## config.mk

```make
export PLATFORM = sky130hd
export DESIGN_NAME = rob_commit
export DESIGN_NICKNAME = d
export VERILOG_FILES = /design/src/rtl/rob_commit_pkg.sv /design/src/rtl/rob_oldest_branch.sv /design/src/rtl/rob_commit.sv
export SDC_FILE = /design/constraint.sdc
export NUM_CORES = 1
export LEC_CHECK = 0
export ABC_AREA = 1
export BUFFER_PORTS_ARGS = -buffer_cell sky130_fd_sc_hd__buf_2
export CORE_ASPECT_RATIO = 0.5
export CORE_MARGIN = 3
export CORE_UTILIZATION = 55
export DETAILED_ROUTE_END_ITERATION = 12
export PLACE_DENSITY_LB_ADDON = 0.12
export SYNTH_ARGS = -nofsm -noshare
export SYNTH_HDL_FRONTEND = slang
export SYNTH_HIERARCHICAL = 1
export SYNTH_SLANG_ARGS = --single-unit
```

## constraint.sdc

```tcl
create_clock -name clk -period 11.7 [get_ports clk]
set_clock_uncertainty 0.15 [all_clocks]
set_input_delay 1.17 -clock clk [delete_from_list [all_inputs] [get_ports clk]]
set_output_delay 1.17 -clock clk [all_outputs]
set_load 0.01 [all_outputs]
```

## src/rtl/rob_commit_pkg.sv

```systemverilog
// rob_commit_pkg: shared types for the reorder/commit buffer and its rename-side neighbours
package rob_commit_pkg;
  localparam int ROB_DEPTH = 16;
  localparam int ROB_TAG_W = $clog2(ROB_DEPTH);
  typedef logic [ROB_TAG_W-1:0] rob_tag_t;
  typedef struct packed {
    logic       valid;
    logic [5:0] idx;
  } rd_t;
  typedef struct packed {
    logic valid;
    rd_t  rd;
    logic is_branch;
  } rinstr_t;
  typedef struct packed {
    logic       valid;
    logic [5:0] idx;
    logic       ready;
  } p_reg_t;
  typedef struct packed {
    logic valid;
    logic hit;
  } br_result_t;
  typedef struct packed {
    logic     valid;
    rob_tag_t tag;
  } wb_t;
endpackage

```

## src/rtl/rob_oldest_branch.sv

```systemverilog
// rob_oldest_branch: finds the first candidate entry scanning forward from head, with wrap
module rob_oldest_branch #(
  parameter int DEPTH = 16,
  parameter int TAG_W = $clog2(DEPTH)
) (
  input  logic [TAG_W-1:0] head,
  input  logic [DEPTH-1:0] cand,
  output logic             found,
  output logic [TAG_W-1:0] index
);
  always_comb begin
    found = 1'b0;
    index = head;
    // scan youngest to oldest so the entry nearest head wins
    for (int i = DEPTH - 1; i >= 0; i--) begin
      if (cand[head + TAG_W'(i)]) begin
        found = 1'b1;
        index = head + TAG_W'(i);
      end
    end
  end
endmodule

```

## src/rtl/rob_commit.sv

```systemverilog
// rob_commit: in-order reorder buffer; tracks write-backs, resolves branches, retires to rename
module rob_commit
  import rob_commit_pkg::*;
#(
  parameter int DEPTH = ROB_DEPTH,
  parameter int TAG_W = $clog2(DEPTH)
) (
  input  logic             clk,
  input  logic             rst_i,
  input  rinstr_t          rinstr_i,
  output logic             rob_full_o,
  output logic [TAG_W-1:0] alloc_tag_o,
  input  wb_t              wb_i,
  input  br_result_t       br_result_i,
  output p_reg_t           p_commit_o,
  output logic             rob_empty_o
);
  logic [TAG_W-1:0] head, tail, b_idx;
  logic [TAG_W:0]   count, count_n;
  logic [DEPTH-1:0] busy, done, brn, rdv, sq;
  logic [5:0]       rdi [DEPTH];
  logic             b_found, alloc, commit, resolve, miss, wb_ok;

  rob_oldest_branch #(.DEPTH(DEPTH), .TAG_W(TAG_W)) u_find (
    .head (head),
    .cand (busy & brn & ~done),
    .found(b_found),
    .index(b_idx)
  );

  assign rob_full_o  = count == (TAG_W+1)'(DEPTH);
  assign rob_empty_o = count == '0;
  assign alloc_tag_o = tail;

  always_comb begin
    resolve = br_result_i.valid && b_found;
    miss    = resolve && !br_result_i.hit;
    alloc   = rinstr_i.valid && !rob_full_o && !miss;
    commit  = busy[head] && done[head];
    wb_ok   = wb_i.valid && busy[wb_i.tag] && !brn[wb_i.tag];
    // everything further from head than the missed branch is wrong-path
    for (int i = 0; i < DEPTH; i++) sq[i] = miss && (TAG_W'(i) - head > b_idx - head);
    count_n = miss ? {1'b0, b_idx - head} + (TAG_W+1)'(1) - (TAG_W+1)'(commit)
                   : count + (TAG_W+1)'(alloc) - (TAG_W+1)'(commit);
  end

  always_ff @(posedge clk or posedge rst_i) begin
    if (rst_i) begin
      head       <= '0;
      tail       <= '0;
      count      <= '0;
      busy       <= '0;
      done       <= '0;
      p_commit_o <= '0;
    end else begin
      head       <= head + TAG_W'(commit);
      tail       <= miss ? b_idx + TAG_W'(1) : tail + TAG_W'(alloc);
      count      <= count_n;
      p_commit_o <= commit ? '{valid: rdv[head], idx: rdi[head], ready: 1'b1} : '0;
      for (int i = 0; i < DEPTH; i++) begin
        if (alloc && tail == TAG_W'(i)) begin
          busy[i] <= 1'b1;
          done[i] <= 1'b0;
        end else if ((commit && head == TAG_W'(i)) || sq[i]) begin
          busy[i] <= 1'b0;
          done[i] <= 1'b0;
        end else if ((resolve && b_idx == TAG_W'(i)) || (wb_ok && wb_i.tag == TAG_W'(i))) begin
          done[i] <= 1'b1;
        end
      end
    end
  end

  // payload is qualified by busy, so it needs no reset
  always_ff @(posedge clk) begin
    if (alloc) begin
      brn[tail] <= rinstr_i.is_branch;
      rdv[tail] <= rinstr_i.rd.valid;
      rdi[tail] <= rinstr_i.rd.idx;
    end
  end
endmodule

```

After elaboration in Yosys (flattened, before gate mapping)
Memory sizes are Yosys's and may differ from the RTL's.
Cells that the tools add are included.
{"block": "totals", "ramBits": 96, "output_inout_bits": 14, "register_bits": 85, "elab_cells": 503, "n_memories": 1}
{"name": "rdi", "depth": 16, "word_bits": 6, "read_ports": 1, "rd_ports_with_merged_regs": 0, "wr": 1, "line": "rob_commit.sv:21", "text": "logic [5:0] rdi [DEPTH];"}
{"block": "op_classes", "reduce_logical": 161, "n_eq_ne": 61, "add_sub_neg": 39, "bitwise_logic": 3, "mux": 163, "n_lt_le_gt_ge": 35}
{"op": "$eq A4 B4 Y1 const B", "count": 32}
{"op": "$mux W1", "count": 120}
{"op": "$lt A4 B5 Y1 const B", "count": 18}
{"op": "$logic_and A1 B1 Y1", "count": 88}
{"op": "$bmux W1 S4", "count": 21}
{"op": "$mux W4", "count": 17}
{"op": "$eq A4 B3 Y1 const B", "count": 16}
{"op": "$gt A4 B4 Y1", "count": 16}
{"op": "$reduce_bool A3 Y1", "count": 16}
{"op": "$add A4 B4 Y4 const B", "count": 8}
{"op": "$and A16 B16 Y16", "count": 2}
{"op": "$bwmux W16", "count": 2}
{"op": "$eq A4 B2 Y1 const B", "count": 8}
{"op": "$logic_or A1 B1 Y1", "count": 32}
{"op": "$reduce_bool A2 Y1", "count": 16}
{"op": "$sub A4 B4 Y4 const A", "count": 8}
{"op": "$add A4 B3 Y4 const B", "count": 4}
{"op": "$eq A4 B1 Y1 const B", "count": 4}
{"op": "$logic_not A4 Y1", "count": 4}
{"op": "$not A16 Y16", "count": 1}
{"op": "$sub A3 B4 Y4 const A", "count": 4}
{"op": "$sub A5 B1 Y5", "count": 2}
{"op": "$add A4 B1 Y4", "count": 2}
{"op": "$add A4 B1 Y4 const B", "count": 2}
{"op": "other kinds (13)", "count": 19}

Longest topological paths before layout
{"block": "depth", "depth_word": 27, "ltp_mapped": 41, "ltp_nobuf": 40}

Cells and area by module
The synthesis kept the hierarchy.
{"mod": "rob_commit", "n_inst": 1, "seq_area_each_um2": 5170.0, "area_each_um2": 9877.0, "cells_each": 1142}
{"mod": "rob_oldest_branch", "n_inst": 1, "seq_area_each_um2": 0.0, "area_each_um2": 1619.1, "cells_each": 352}

Worst setup path after synthesis
No wires, ideal clock.
{"block": "synth_timing", "path_type": "flip-flop to flip-flop", "from": "register head[1]", "to": "register busy[4]", "stages_incl_launch_ff": 37, "slack_ns": 6.690, "path_buffers": 2, "t_arrival_ns": 4.794, "setup_ns": 0.066, "cell_sequence": "dfrtp_1 -> inv_2 -> buf_2 -> ha_1 -> clkbuf_1 -> nand3_1 -> nand3_1 -> nand2_1 -> o21ai_1 -> nor2_1 -> o21ai_1 -> nand2_1 -> a21oi_1 -> o21bai_1 -> nand2_1 -> nand2_1 -> nand2_1 -> nand2_1 -> nand2_1 -> nand2_1 -> nand3_1 -> nand2_1 -> inv_1 -> ha_1 -> inv_1 -> fa_1 -> inv_1 -> ha_1 -> a21oi_1 -> nor2_1 -> o21ai_0 -> o21ai_0 -> nand2_1 -> nand2_1 -> nor2_1 -> nand2_1 -> nand2_1"}
{"item": "from (decl)", "line": "rob_commit.sv:18", "text": "logic [TAG_W-1:0] head, tail, b_idx;"}
{"item": "from (signal assigned)", "line": "rob_commit.sv:56", "text": "head <= head + TAG_W'(commit);"}
{"item": "$add A4 B4 Y4", "line": "rob_oldest_branch.sv:16", "text": "if (cand[head + TAG_W'(i)]) begin"}
{"item": "$bmux W1 S4", "line": "rob_oldest_branch.sv:16"}
{"item": "$mux W1 (not written as such)", "line": "rob_oldest_branch.sv:16"}
{"item": "$mux W4 (15 in a row)", "line": "rob_oldest_branch.sv:16"}
{"item": "$mux W4 *", "line": "rob_oldest_branch.sv:16"}
{"item": "named net b_idx[0]", "line": "rob_commit.sv:18"}
{"item": "$sub A4 B4 Y4 *", "line": "rob_commit.sv:42", "text": "for (int i = 0; i < DEPTH; i++) sq[i] = miss && (TAG_W'(i) - head > b_idx - head);"}
{"item": "$gt A4 B4 Y1 *", "line": "rob_commit.sv:42"}
{"item": "$logic_and A1 B1 Y1 *", "line": "rob_commit.sv:42"}
{"item": "$logic_or A1 B1 Y1 *", "line": "rob_commit.sv:64", "text": "end else if ((commit && head == TAG_W'(i)) || sq[i]) begin"}
{"item": "$reduce_bool A2 Y1 (no source line) *"}
{"item": "to (signal assigned)", "line": "rob_commit.sv:52", "text": "busy <= '0;"}
{"item": "to (signal, indexed assignment)", "line": "rob_commit.sv:62", "text": "busy[i] <= 1'b1;"}
{"item": "to (signal, indexed assignment)", "line": "rob_commit.sv:65", "text": "busy[i] <= 1'b0;"}
{"item": "to (decl)", "line": "rob_commit.sv:20", "text": "logic [DEPTH-1:0] busy, done, brn, rdv, sq;"}
The timed path passes the listed nets; every way through them passes the cells marked *. The select of a mux whose other input is x is not followed.
A chain may end at the register's enable or synchronous reset.

Worst setup path after layout
{"block": "layout_timing", "from": "register head[1]", "to": "register busy[12]"}
The elaborated chain is that of the path after synthesis.

==> out/qor.csv <==
stage;metric;value;unit
finish;final_nets;1580;
floorplan;die_h;108;microns
synthesis;synth.most_common_cell;nand2_1;
run_status;status;complete, no violations;
finish;area_growth;7.48;%
setup_path;cp_max_fo;27;
synthesis;synth_area_per_cell;7.69;sq um
min_path;min_path_type;register to register;
detailed_routing;avgRoutedWirePerCell;19.0;microns
sta;tns;0;ps
sta;hold_violations;0;
synthesis;ys_seq_elements;181;
setup_path;start_kind;register;
synthesis;synth_edf_count;128;
finish;drive_above_1_share;0.0706;
sta;setup_violations;0;
grt;grt_pass1_vias;9437;
grt;grt_max_degree;58;
clock_tree;cts_tree;built;
clock_tree;htree_levels;4;
sta;worst_pin_slew;1150;ps
floorplan;dieArea;0.0228;sq mm
clock_tree;post_cts_resize_count;0;
detailed_routing;route.detailed.drc;0;
sta;rsz0062_at_grt;false;
grt;grt_first_pass_wirelength;52300;microns
setup_path;max_stage_delay;710;ps
synthesis;synth_warnings;6;
sta;period_share;0.578;
sta;slew_headroom;0.232;
synthesis;synth_area_leaders;edfxtp_1, nand2_1, dfrtp_1;
setup_path;criticalPathCategory;register to register;
placement;port_buffers;31;
synthesis;ys.flop_type;edfxtp_1;
sta;drv_slew;0;
placement;place_congestion;0.982;
synthesis;async_flop_share;0.293;
detailed_routing;vias_per_cell;5.77;
detailed_routing;wl;33800;microns
grt;antenna_found_initial;0;
detailed_routing;dr_total_vias;10281;
floorplan;rows;36;
placement;dp_hpwl;23900;microns
synthesis;syn_nets;1571;
synthesis;seq_area_frac_synth;0.450;
synthesis;yosysTopAreaCellShare;0.334;
synthesis;synth_commonest_cells;nand2_1, nand3_1, inv_1, edfxtp_1, nor2_1;
floorplan;die_w;210;microns
clock_tree;path_clk_slew;70;ps
setup_path;cpMostUsedCell;nand2_1;
clock_tree;holdBufCountCts;0;
grt;grt_overflow;0;
setup_path;cp_data_required_time;11920;ps
clock_tree;postCtsSetupRepairBufs;0;
detailed_routing;drt_pass1_iterations;7;
synthesis;synth.distinct_cells;42;
clock_tree;insertion_delay;440;ps
grt;grt.total_usage;0.302;
sta;fmax;148;MHz
floorplan;start_util;0.575;
floorplan;ios;32;
clock_tree;cts.sinks;181;
synthesis;synthesis.area;0.0115;sq mm
synthesis;syn_inst;1494;
clock_tree;cts-root-buf;clkbuf_16;
job;max-cap-violations;0;
clock_tree;numCtsBuffers;17;
clock_tree;cts_buffer_depth;2;
floorplan;coreArea;0.0200;sq mm
sta;min_period;6770;ps
synthesis;yosysTopAreaCell;edfxtp_1;
detailed_routing;ant_nets;0;
setup_path;cp-end-kind;register;
setup_path;crit_path_top_delay_cell;dfrtp_2;
finish;insertedDiodeCount;0;
detailed_routing;drtIter0Drc;1191;
setup_path;arrival;6980;ps
setup_path;reg2reg_slack;4930;ps
[final timing paths]
check                      depth (start not counted)        endpoint     start
max                                               37        busy[12]   head[1]
min                                                2        busy[15]  busy[15]
max reg2reg                                       37        busy[12]   head[1]
min reg2reg                                        2        busy[15]  busy[15]
max in group asynchronous                          3         head[1]     rst_i
min in group asynchronous                          3  alloc_tag_o[3]     rst_i
[cell families (layout without fill, tap and decap cells)]
group / after synthesis / in the layout / share of synthesized area
compound gates: 145 / 145 / 0.0706
xor+xnor: 19 / 19 / 0.0158
fa+ha+maj: 59 / 59 / 0.0655
buf+inv: 198 / 220 / 0.0739
flops: 181 / 181 / 0.450
simple gates: 892 / 892 / 0.324
[routing by layer]
metal	GRT usage	wire length [microns]	vias to the layer above
li1	-	-	4898
met1	0.433	15100	4841
met2	0.464	14500	479
met3	0.0649	3320	63
met4	0.0959	792	0
met5	0	0	-
[critical path, delay by kind of cell, from the launching register on]
| family | cells | cell delay, ps |
|---|---|---|
| AND/OR/NAND/NOR | 20 | 1850 |
| adder cells (fa/ha/maj) | 4 | 1630 |
| buffers and inverters | 6 | 1350 |
| AO/OA/AOI/OAI | 7 | 990 |
| flip-flops | 1 | 710 |
[layout make-up]
cell class / instances / area (sq um)
Clock inverter: 13 / 165
Timing Repair Buffer: 39 / 215
Clock buffer: 19 / 433
Fill cell: 1806 / 7640
Multi-Input combinational cell: 1115 / 5480
Inverter: 149 / 559
Sequential cell: 181 / 5170
Tap cell: 266 / 333
[placed cells by master (no fill, tap or decap), drive strengths merged]
cell and count:
a32o 5, a21oi 70, clkinvlp 2, clkbuf 19, o21ai 45, nand3b 3, or2 4, nand4 13
inv 156, buf 39, nand2 554, clkinv 2, fa 2, nand3 174, nor2 133, o211ai 3
and2 1, ha 57, xor2 12, edfxtp 128, o21bai 6, bufinv 2, o21a 1, nor3 6
a221oi 2, xnor2 7, nor4 4, a31oi 8, dfrtp 53, a311oi 5
[registers in the layout (all words and copies together) (netlist names)]
name	count
alloc_tag_o	4
brn	16
busy	16
count	5
done	16
head	4
p_commit_o	8
rdi	96
rdv	16
[stage by stage]
stage	hold WS [ps]	cells	util	instance area [sq um]	setup WS (ps)
3_3_place_gp	373	1750	0.588	11800	5180
6_report	400	1782	0.618	12400	4930
5_1_grt	431	1782	0.618	12400	4310
3_5_place_dp	379	1750	0.588	11800	5050
4_1_cts	397	1782	0.618	12400	5040
2_1_floorplan	334	1494	-	11500	6690
Power is left out: the tool's default activity adds up to more than one toggle a clock period on the data nets, which glitch-free logic cannot reach.
